$ cat src/rtl/stream_turbo_encode.sv
// ---------------------------------------------------------------------------
// stream_turbo_encode
//
// Streaming rate-1/3 turbo encoder. One information bit is accepted per cycle
// until a frame of N bits is buffered. The encoder then emits N data symbols
// followed by TAIL_BITS termination symbols. Each symbol is a triple:
//   y0 = systematic bit, y1 = parity of RSC1 (natural order),
//   y2 = parity of RSC2 (prime-interleaved order, pi(k) = k*P mod N).
// Both constituent codes are 4-state RSC, feedback 7, feedforward 5.
//
// Optional feature macro: STREAM_TURBO_ENCODE_BPSK_EN
//   When defined, each output bit is mapped to IEEE-754 single precision
//   (0 -> +1.0, 1 -> -1.0) and OW = BITS. Otherwise OW = 1 (raw code bits).
//
// Ports:
//   clk        clock
//   rst_n      asynchronous active-low reset
//   in_valid   information bit offered
//   in_ready   encoder can accept a bit (high only while filling)
//   x          information bit
//   out_valid  y0/y1/y2 hold a valid symbol triple
//   out_last   final tail symbol of a frame
//   y0,y1,y2   systematic / RSC1 parity / RSC2 parity, OW bits each
// ---------------------------------------------------------------------------
module stream_turbo_encode #(
    parameter int N         = 8,
    parameter int P         = 3,
    parameter int TAIL_BITS = 2,
    parameter int BITS      = 32,
`ifdef STREAM_TURBO_ENCODE_BPSK_EN
    localparam int OW       = BITS
`else
    localparam int OW       = 1
`endif
) (
    input  logic          clk,
    input  logic          rst_n,
    input  logic          in_valid,
    output logic          in_ready,
    input  logic          x,
    output logic          out_valid,
    output logic          out_last,
    output logic [OW-1:0] y0,
    output logic [OW-1:0] y1,
    output logic [OW-1:0] y2
);

    localparam int         CW    = $clog2(N);
    localparam logic [CW:0] PSTEP = (CW+1)'(P % N);
    localparam logic [CW:0] NMOD  = (CW+1)'(N);

    if (TAIL_BITS != 2 || N < 2 || (P % N) == 0 || BITS < 1) begin : g_bad_params
        $error("stream_turbo_encode: unsupported parameter set");
    end

    typedef enum logic [1:0] {
        FILL,
        EMIT,
        TAIL
    } state_t;

    state_t          state_q, state_d;
    logic [CW-1:0]   cnt_q, cnt_d;
    logic [CW-1:0]   pi_q, pi_d;
    logic [1:0]      rsc1_q, rsc1_d;
    logic [1:0]      rsc2_q, rsc2_d;
    logic [N-1:0]    frame_buf;

    logic            accept;
    logic            produce;
    logic            sym_last;
    logic            u1, u2;
    logic [2:0]      step1, step2;

    // One RSC trellis step. Returns {parity, next_state}.
    function automatic logic [2:0] rsc_step(input logic [1:0] s, input logic u);
        logic a;
        a = u ^ s[1] ^ s[0];
        return {a ^ s[0], a, s[1]};
    endfunction

    // Incremental interleaver address: (cur + P) mod N without a multiplier.
    function automatic logic [CW-1:0] pi_step(input logic [CW-1:0] cur);
        logic [CW:0] sum;
        sum = {1'b0, cur} + PSTEP;
        if (sum >= NMOD) begin
            sum = sum - NMOD;
        end
        return sum[CW-1:0];
    endfunction

    function automatic logic [OW-1:0] map_sym(input logic b);
`ifdef STREAM_TURBO_ENCODE_BPSK_EN
        return b ? OW'(32'hBF80_0000) : OW'(32'h3F80_0000);
`else
        return b;
`endif
    endfunction

    // The last tail symbol is still on the outputs during the first FILL
    // cycle, so in_ready waits for out_valid to fall.
    assign in_ready = (state_q == FILL) && !out_valid;
    assign accept   = in_valid && in_ready;

    // Symbols are computed one cycle ahead of display: the N-th accept edge
    // already registers symbol 0, so cnt holds the index of the next symbol
    // to produce while in EMIT/TAIL.
    always_comb begin
        state_d  = state_q;
        cnt_d    = cnt_q;
        pi_d     = pi_q;
        produce  = 1'b0;
        sym_last = 1'b0;
        u1       = 1'b0;
        u2       = 1'b0;

        unique case (state_q)
            FILL: begin
                if (accept) begin
                    if (cnt_q == CW'(N-1)) begin
                        // bit 0 was written earlier and pi(0) = 0
                        produce = 1'b1;
                        u1      = frame_buf[0];
                        u2      = frame_buf[0];
                        state_d = EMIT;
                        cnt_d   = CW'(1);
                        pi_d    = pi_step('0);
                    end else begin
                        cnt_d = cnt_q + 1'b1;
                    end
                end
            end
            EMIT: begin
                produce = 1'b1;
                u1      = frame_buf[cnt_q];
                u2      = frame_buf[pi_q];
                if (cnt_q == CW'(N-1)) begin
                    state_d = TAIL;
                    cnt_d   = '0;
                    pi_d    = '0;
                end else begin
                    cnt_d = cnt_q + 1'b1;
                    pi_d  = pi_step(pi_q);
                end
            end
            TAIL: begin
                // Termination input forces the feedback node to zero.
                produce = 1'b1;
                u1      = rsc1_q[1] ^ rsc1_q[0];
                u2      = rsc2_q[1] ^ rsc2_q[0];
                if (cnt_q == CW'(TAIL_BITS-1)) begin
                    sym_last = 1'b1;
                    state_d  = FILL;
                    cnt_d    = '0;
                end else begin
                    cnt_d = cnt_q + 1'b1;
                end
            end
            default: begin
                state_d = FILL;
                cnt_d   = '0;
                pi_d    = '0;
            end
        endcase

        step1  = rsc_step(rsc1_q, u1);
        step2  = rsc_step(rsc2_q, u2);
        rsc1_d = produce ? step1[1:0] : rsc1_q;
        rsc2_d = produce ? step2[1:0] : rsc2_q;
        if (sym_last) begin
            rsc1_d = '0;
            rsc2_d = '0;
        end
    end

    always_ff @(posedge clk or negedge rst_n) begin
        if (!rst_n) begin
            state_q   <= FILL;
            cnt_q     <= '0;
            pi_q      <= '0;
            rsc1_q    <= '0;
            rsc2_q    <= '0;
            out_valid <= 1'b0;
            out_last  <= 1'b0;
            y0        <= '0;
            y1        <= '0;
            y2        <= '0;
        end else begin
            state_q   <= state_d;
            cnt_q     <= cnt_d;
            pi_q      <= pi_d;
            rsc1_q    <= rsc1_d;
            rsc2_q    <= rsc2_d;
            out_valid <= produce;
            out_last  <= sym_last;
            if (produce) begin
                y0 <= map_sym(u1);
                y1 <= map_sym(step1[2]);
                y2 <= map_sym(step2[2]);
            end
        end
    end

    // Frame storage carries data only; after reset cnt restarts at 0, so
    // stale contents are simply overwritten by the next frame.
    always_ff @(posedge clk) begin
        if (accept) begin
            frame_buf[cnt_q] <= x;
        end
    end

endmodule

$ cat config.mk
export PLATFORM = sky130hd
export DESIGN_NAME = stream_turbo_encode
export DESIGN_NICKNAME = d
export VERILOG_FILES = /design/src/rtl/stream_turbo_encode.sv
export SDC_FILE = /design/constraint.sdc
export NUM_CORES = 1
export LEC_CHECK = 0
export ABC_AREA = 1
export BUFFER_PORTS_ARGS = -buffer_cell sky130_fd_sc_hd__buf_2
export CAP_MARGIN = 20
export CORE_MARGIN = 2
export CORE_UTILIZATION = 53
export CTS_CLUSTER_SIZE = 20
export DETAILED_ROUTE_END_ITERATION = 10
export GPL_ROUTABILITY_DRIVEN = 1
export PLACE_DENSITY = 0.8
export SYNTH_ARGS = -nofsm -noshare
export SYNTH_HDL_FRONTEND = slang
export SYNTH_SLANG_ARGS = --single-unit
$ cat constraint.sdc
create_clock -name clk -period 1.6 [get_ports clk]
set_input_delay 0.16 -clock clk [delete_from_list [all_inputs] [get_ports clk]]
set_output_delay 0.16 -clock clk [all_outputs]
set_load 0.01 [all_outputs]
==> results of run 1 <==
## layout by cell type (no fill, tap or decap), types with 7 or more instances in the layout
| master | n |
|---|---|
| ha_1 | 8 |
| buf_4 | 10 |
| inv_1 | 25 |
| inv_2 | 7 |
| nand2_2 | 12 |
| dfrtp_1 | 17 |
| edfxtp_1 | 8 |
| nand3_1 | 15 |
| nor2_1 | 18 |
| buf_2 | 9 |
| nand2_1 | 44 |
## power by group through the flow
stage,combinational [W],sequential (W),clock (W)
floorplan,0.00149,0.00105,0
global placement,0.00205,0.00102,0
detailed placement,0.00211,0.00103,0
CTS,0.00214,0.00102,0.000287
global route,0.00268,0.00104,0.000316
finish,0.00240,0.00102,0.000275
## what timing repair did
item | in CTS | in global routing
endpoints found under the hold margin | 17 | 0
pin swaps | 4 | 7
setup endpoints to repair | 6 | 19
hold buffers | 1 | 0
resized for setup | 3 | 27
cloned | 0 | 0
buffers inserted | 1 | 0
## flip-flops by register name (all words and copies together) (netlist names)
signal     flops
frame_buf      8
cnt_q          3
pi_q           3
rsc1_q         2
rsc2_q         2
state_q        2
out_last       1
out_valid      1
y0             1
y1             1
y2             1
## through the flow
step           instance area (um^2)  utilization
3_5_place_dp                   1684       0.6160
3_3_place_gp                   1684       0.6160
4_1_cts                        1733       0.6339
2_1_floorplan                  1533            -
5_1_grt                        1813       0.6632
6_report                       1813       0.6632
## final timing paths
path                                        startpoint                      to  cells after the start
worst min-delay path                                 x  frame_buf[2]$_DFFE_PP_                      1
worst min register to register          y0$_DFFE_PN0P_          y0$_DFFE_PN0P_                      2
worst max register to register  state_q[1]$_DFFE_PN0P_  frame_buf[3]$_DFFE_PP_                      7
max in group asynchronous                        rst_n    cnt_q[2]$_DFFE_PN0P_                      2
worst max-delay path            state_q[1]$_DFFE_PN0P_  frame_buf[3]$_DFFE_PP_                      7
min in group asynchronous                        rst_n   rsc1_q[0]$_DFFE_PN0P_                      2
## cells by family (layout without fill, tap and decap cells)
group / after synthesis / after routing / share of synthesized area
simple gates: 104 / 104 / 0.3012
xor+xnor: 2 / 2 / 0.01152
compound gates: 19 / 19 / 0.07407
buf+inv: 34 / 58 / 0.08477
flops: 25 / 25 / 0.4379
fa+ha+maj: 11 / 11 / 0.09053
## layout make-up
| cell class | instances | area, um^2 |
|---|---|---|
| clock buffers | 4 | 26.28 |
| multi-input cells | 136 | 819.5 |
| inverters | 34 | 132.6 |
| repair buffers | 20 | 130.1 |
| flip-flops and latches | 25 | 665.6 |
| well taps | 31 | 38.79 |
| fillers | 220 | 920.9 |
## Yosys cell counts (all sizes together)
library cell / count
edfxtp: 8
nand3b: 1
clkinv: 1
inv: 33
xor2: 2
a22oi: 3
or2: 1
o21ai: 10
nor3: 1
nor3b: 1
a21oi: 4
o22ai: 2
nor2: 24
nand3: 16
ha: 11
dfrtp: 17
nand2: 60
## per-layer routing
metal / vias to the layer above / global-route usage
met5: - / 0
met4: 0 / 0.06977
li1: 662 / -
met3: 15 / 0.02041
met1: 622 / 0.2796
met2: 33 / 0.3360
## critical path: cells and delay by family (launching register included)
family	cells	cell delay [ns]
AND/OR/NAND/NOR	3	0.49
flip-flops	1	0.41
buffers and inverters	3	0.31
adder cells (fa/ha/maj)	1	0.14
==> results.cfg, run 1 <==
[setup_path]
start_kind = register
cpMaxStageDelayCell = dfrtp_1
required_ns = 1.64
cp_common_cell = inv_2
path_cells = inv_2, ha_4, inv_2, nor3b_4, buf_4, nand2_1, nor2_1
reg2reg_slack_ns = -0.02
end_kind = register
crit_type = reg -> reg
arrival_ns = 1.66
cpPeakStageDelay_ns = 0.41
path_max_fanout = 4

[timing]
finalWorstSetupSlack_ns = -0.02064
rsz0062_at_grt = yes
final.min_clock_period_ns = 1.621
finalHoldViolCount = 0
final_max_slew_viol_count = 0
fin_skew_ns = 0.002568
timing.setup.tns_ns = -0.05144
fin_crit_sh = 1.013
holdWs_ns = 0.1427
maxSlewHeadroom = 0.7496
setup_viol = 3
max_freq_mhz = 617.0
max_slew.worst_pin.slew_ns = 0.3755

[route]
wl_met1_mm = 1.433
viasPerCell = 5.328
routed_wl_mm = 3.214
drt_iter0_markers = 36
route.met2.wl_mm = 1.564
highest_layer = met4
vias = 1332
met3_length_um = 98
wire_per_inst_um = 12.86
drcViolationCount = 0
drt.antenna.violating_nets = 0
firstDrtPassIters = 4

[placement]
place_ws_ns = -0.01149
dp_hpwl_mm = 2.412
numPlacedInstances = 244
port_buffers = 9
gp_congestion = 0.8128

[power]
swShare = 0.4935
p_total_w = 0.003691
p_int_w = 0.001870
sequentialPowerShare = 0.277
pwr-share-clk = 0.074
combPwrFrac = 0.649
p_switching_w = 0.001822
power_leakage_nw = 0.9173
powerDensity_nw_per_um2 = 2036
ir_drop_uv = 1678

[floorplanning]
num_rows = 19
chipHeight_um = 57.56
dieArea_um2 = 3313
io_pins = 10
dieWidth_um = 57.56
core_area_um2 = 2734
start_util = 0.5561

[min_path]
min_path_type = in -> reg

[clock_tree]
numCtsBuffers = 3
cts_sinks = 25
cts_root_buf = clkbuf_4
clock_latency_ns = 0.31
clkTransAtPathRegs_ns = 0.13
cts_max_path_buffers = 2
cts.htree.levels = 1
cts_tree = done

[yosys]
ys_types = 23
ys_warn_count = 0
synth_top_area_frac = 0.2798
synth-seq-cells = 25
synth_cells = 195
syn-num-nets = 210
syn_avg_cell_area_um2 = 7.796
synth_area_leaders = dfrtp_1, edfxtp_1, nand2_1
yosysTopAreaCell = dfrtp_1
syn-cell-area_um2 = 1520
yosysSeqAreaShare = 0.4379

[layout]
syn_to_final_growth_pct = 19.26
antennaDiodeCount = 0
layout-drive-gt1-share = 0.2922
nets = 235
final_cell_count_no_fill = 250

[global_routing]
grt.overflow.total = 0
grt_pass1_vias = 1201
antenna_found_initial = 0
grt_pass1_wl_mm = 5.195
grt_max_degree = 18
grt_use_total = 0.2034

[status]
violations = negative setup slack
status = complete, but fails checks

[run]
maxCapViolCount = 0
No activity file was read; power rests on OpenSTA's default activity.
==> run 2: changes to the inputs <==
- SKIP_CTS_REPAIR_TIMING: unset -> 1
==> results.cfg, run 2 (synthesis gave the netlist of run 1 again) <==
[clock_tree]
cts.htree.levels = 1
clock_latency_ns = 0.31
clkTransAtPathRegs_ns = 0.13
cts_tree = done
cts_root_buf = clkbuf_4
cts_sinks = 25
numCtsBuffers = 3
cts_max_path_buffers = 2

[status]
status = complete, but fails checks
violations = negative setup slack

[layout]
mostFrequentLayoutCells = nand2_1, inv_1, nor2_1
mostFrequentLayoutCell = nand2_1
reg_top3 = frame_buf: 8 flops, cnt_q: 3 flops, pi_q: 3 flops
nets = 235
layout-drive-gt1-share = 0.2968
antennaDiodeCount = 0
regMostFlops = frame_buf
syn_to_final_growth_pct = 20.41
finalCoreUtilization = 0.6696
fillers = 215
largest_register_ff_count = 8

[setup_path]
end_kind = register
crit_type = reg -> reg
reg2reg_slack_ns = -0.1
cpMaxStageDelayCell = dfrtp_1
reg2reg_to = rsc1_q[1]$_DFFE_PN0P_
r2r-start = state_q[1]$_DFFE_PN0P_
required_ns = 1.82
path_max_fanout = 5
cpPeakStageDelay_ns = 0.41
arrival_ns = 1.92
rr_worst_depth = 13
path_cells = inv_2, ha_4, inv_4, nor3b_4, nand3_2, nand2_2, inv_2, nand2_4, nand2_2, nand2_2, nand2_1, nand2_1, nand2_1
start_kind = register

[floorplanning]
chipHeight_um = 57.56
dieArea_um2 = 3313
io_pins = 10
num_rows = 19
core_area_um2 = 2734
start_util = 0.5561
dieWidth_um = 57.56

[route]
drt_iter0_markers = 61
drt.antenna.violating_nets = 0
viasPerCell = 5.308
drcViolationCount = 0
wire_per_inst_um = 12.78
routed_wl_mm = 3.195
firstDrtPassIters = 4
vias = 1327

[timing]
max_freq_mhz = 588.9
maxSlewHeadroom = 0.7498
final.min_clock_period_ns = 1.698
finalWorstSetupSlack_ns = -0.09806
finalHoldViolCount = 0
max_slew.worst_pin.slew_ns = 0.3753
final_max_slew_viol_count = 0
timing.setup.tns_ns = -0.6658
setup_viol = 15
fin_skew_ns = 0.002845
fin_crit_sh = 1.061
rsz0062_at_grt = yes

[power]
powerDensity_nw_per_um2 = 2054
p_total_w = 0.003760
power_leakage_nw = 0.9199
ir_drop_uv = 1960

[global_routing]
grt_pass1_wl_mm = 5.064
grt_use_total = 0.1982
grt.overflow.total = 0
grt_pass1_vias = 1191
grt_max_degree = 18
antenna_found_initial = 0

[placement]
port_buffers = 9
dp_hpwl_mm = 2.412
gp_congestion = 0.8128

[min_path]
min_path_cells = 1
holdPathEnd = frame_buf[1]$_DFFE_PP_
min_path_type = in -> reg
worst_hold_startpoint = x

[run]
maxCapViolCount = 0
[run 2: changes by cell type in the layout (fill, tap and decap cells not counted), sizes merged]
cell / before / now
clkinv: 0 / 1
inv: 34 / 33
[run 2: metrics by stage]
step / hold WS [ns] / cells / setup slack (ns) / instance area [um^2]
floorplan: -0.1356 / 195 / 0.01358 / 1533
global placement: 0.09509 / 244 / 0.04503 / 1684
detailed placement: 0.1021 / 244 / -0.01149 / 1684
CTS: -0.2537 / 248 / -0.03274 / 1710
global route: 0.1187 / 250 / -0.1924 / 1831
finish: 0.1310 / 250 / -0.09806 / 1831
[run 2: worst max-delay path by stage]
| stage | depth (start not counted) | startpoint | endpoint |
|---|---|---|---|
| 2_1_floorplan | 13 | state_q[1]$_DFFE_PN0P_ | rsc1_q[1]$_DFFE_PN0P_ |
| 3_3_place_gp | 13 | state_q[1]$_DFFE_PN0P_ | rsc1_q[1]$_DFFE_PN0P_ |
| 3_5_place_dp | 7 | state_q[1]$_DFFE_PN0P_ | frame_buf[2]$_DFFE_PP_ |
| 4_1_cts | 7 | state_q[1]$_DFFE_PN0P_ | frame_buf[2]$_DFFE_PP_ |
| 5_1_grt | 13 | state_q[1]$_DFFE_PN0P_ | rsc2_q[1]$_DFFE_PN0P_ |
| 6_report | 13 | state_q[1]$_DFFE_PN0P_ | rsc1_q[1]$_DFFE_PN0P_ |
[run 2: where the power goes]
group,total (W),switching (W),internal [W]
logic,0.00246,0.00151,0.000953
registers,0.00102,0.000154,0.000867
clock network,0.000277,0.000180,0.0000975
total,0.00376,0.00184,0.00192
[run 2: worst max-delay path: cells and delay by family (launching register included)]
family                     cells  cell delay (ns)
adders and majority gates      1             0.18
buffers and inverters          3             0.18
DFF                            1             0.41
and+or+nand+nor                9             0.85
[run 2: routing by layer]
metal	vias to the layer above	track usage	routed length [um]
met3	10	0.02041	127
li1	658	-	-
met2	37	0.3279	1576
met4	0	0.06977	77
met5	-	0	0
met1	622	0.2709	1413
[run 2: final cells by class]
class / count / area (um^2) / share of cell area
multi-input cells: 136 / 834.6 / 0.4559
inverters: 34 / 131.4 / 0.07177
repair buffers: 20 / 133.9 / 0.07314
clock buffers: 4 / 26.28 / 0.01435
well taps: 31 / 38.79 / 0.02119
flip-flops and latches: 25 / 665.6 / 0.3636
==> run 3: changes to the inputs <==
- RECOVER_POWER: unset -> 100
==> results.cfg, run 3 (synthesis gave the netlist of run 1 again) <==
[status]
status = complete, but fails checks
violations = negative setup slack

[setup_path]
arrival_ns = 1.93
required_ns = 1.82
start_kind = register
crit_type = reg -> reg
reg2reg_slack_ns = -0.10
path_max_fanout = 5
end_kind = register

[global_routing]
antenna_found_initial = 0
grt_max_degree = 18
grt.overflow.total = 0
grt_use_total = 0.1982
grt_pass1_vias = 1191
grt_pass1_wl_mm = 5.064

[timing]
fin_crit_sh = 1.065
max_freq_mhz = 587.0
final_max_slew_viol_count = 0
maxSlewHeadroom = 0.4015
holdWs_ns = 0.2168
finalHoldViolCount = 0
setup_viol = 15
fin_skew_ns = 0.001862
rsz0062_at_grt = yes
timing.setup.tns_ns = -0.6607
max_slew.worst_pin.slew_ns = 0.8978
finalWorstSetupSlack_ns = -0.1035
final.min_clock_period_ns = 1.703

[layout]
reg_top3 = frame_buf: 8 flops, cnt_q: 3 flops, pi_q: 3 flops
largest_register_ff_count = 8
antennaDiodeCount = 0
mostFrequentLayoutCell = nand2_1
layout-drive-gt1-share = 0.2648
multi_input_area_um2 = 832.0
nets = 235
mostFrequentLayoutCells = nand2_1, inv_1, nor2_1
fillers = 216
syn_to_final_growth_pct = 19.75
regMostFlops = frame_buf
regArea_um2 = 665.6
finalCoreUtilization = 0.6659

[clock_tree]
cts_tree = done
clock_latency_ns = 0.31
cts_sinks = 25
clkTransAtPathRegs_ns = 0.13
numCtsBuffers = 3
cts.htree.levels = 1
cts_max_path_buffers = 2
cts_root_buf = clkbuf_4

[route]
viasPerCell = 5.276
route.met2.wl_mm = 1.582
highest_layer = met4
drt.antenna.violating_nets = 0
drt_iter0_markers = 61
wire_per_inst_um = 12.82
wl_met1_mm = 1.441
drcViolationCount = 0
routed_wl_mm = 3.205
vias = 1319
firstDrtPassIters = 4
met3_length_um = 121

[placement]
gp_congestion = 0.8128
dp_hpwl_mm = 2.412
port_buffers = 9

[power]
ir_drop_uv = 1949
powerDensity_nw_per_um2 = 2060
p_total_w = 0.003751
power_leakage_nw = 0.9027

[floorplanning]
dieArea_um2 = 3313
dieWidth_um = 57.56
start_util = 0.5561
num_rows = 19
core_area_um2 = 2734
chipHeight_um = 57.56
io_pins = 10

[run]
maxCapViolCount = 0

[min_path]
min_path_type = in -> reg
[run 3: changes by cell type in the layout (fill, tap and decap cells not counted)]
| cell | before | now |
|---|---|---|
| buf_2 | 9 | 3 |
| clkbuf_1 | 1 | 7 |
| ha_1 | 7 | 8 |
| ha_2 | 3 | 2 |
[run 3: final timing paths]
kind	startpoint	endpoint	depth (start not counted)
setup / recovery	state_q[1]$_DFFE_PN0P_	rsc1_q[1]$_DFFE_PN0P_	13
hold / removal	x	frame_buf[1]$_DFFE_PP_	1
setup reg to reg	state_q[1]$_DFFE_PN0P_	rsc1_q[1]$_DFFE_PN0P_	13
hold reg to reg	y0$_DFFE_PN0P_	y0$_DFFE_PN0P_	2
max in group asynchronous	rst_n	state_q[1]$_DFFE_PN0P_	2
min in group asynchronous	rst_n	rsc1_q[0]$_DFFE_PN0P_	2
[run 3: report_power, final]
group	total [W]	switching, W	internal (W)
clock network	0.000279	0.000181	0.0000975
logic	0.00245	0.00151	0.000939
registers	0.00102	0.000156	0.000868
total	0.00375	0.00185	0.00190
[run 3: critical path: stages (launching register included)]
cell and delay, ns:
dfrtp_1 0.41, inv_2 0.08, ha_4 0.18, inv_4 0.05
nor3b_4 0.27, nand3_2 0.14, nand2_2 0.10, inv_2 0.05
nand2_4 0.08, nand2_2 0.06, nand2_2 0.05, nand2_1 0.05
nand2_1 0.05, nand2_1 0.05
[run 3: final cells by class]
cell class                 count  share of cell area
clock buffer                   4             0.01443
inverter                      34             0.07216
multi-input combinational    136              0.4570
sequential                    25              0.3656
tap                           31             0.02131
timing repair buffer          20             0.06942
[run 3: layer usage]
metal  up-vias  track usage
met5         -            0
met4         0      0.06977
met1       620       0.2709
li1        658            -
met2        34       0.3279
met3         7      0.02041
[run 3: per-stage QoR]
step	worst slack [ns]	cells	instance area, um^2
floorplan	0.01358	195	1533
global placement	0.04503	244	1684
detailed placement	-0.01149	244	1684
CTS	-0.03274	248	1710
global route	-0.1924	250	1821
finish	-0.1035	250	1821
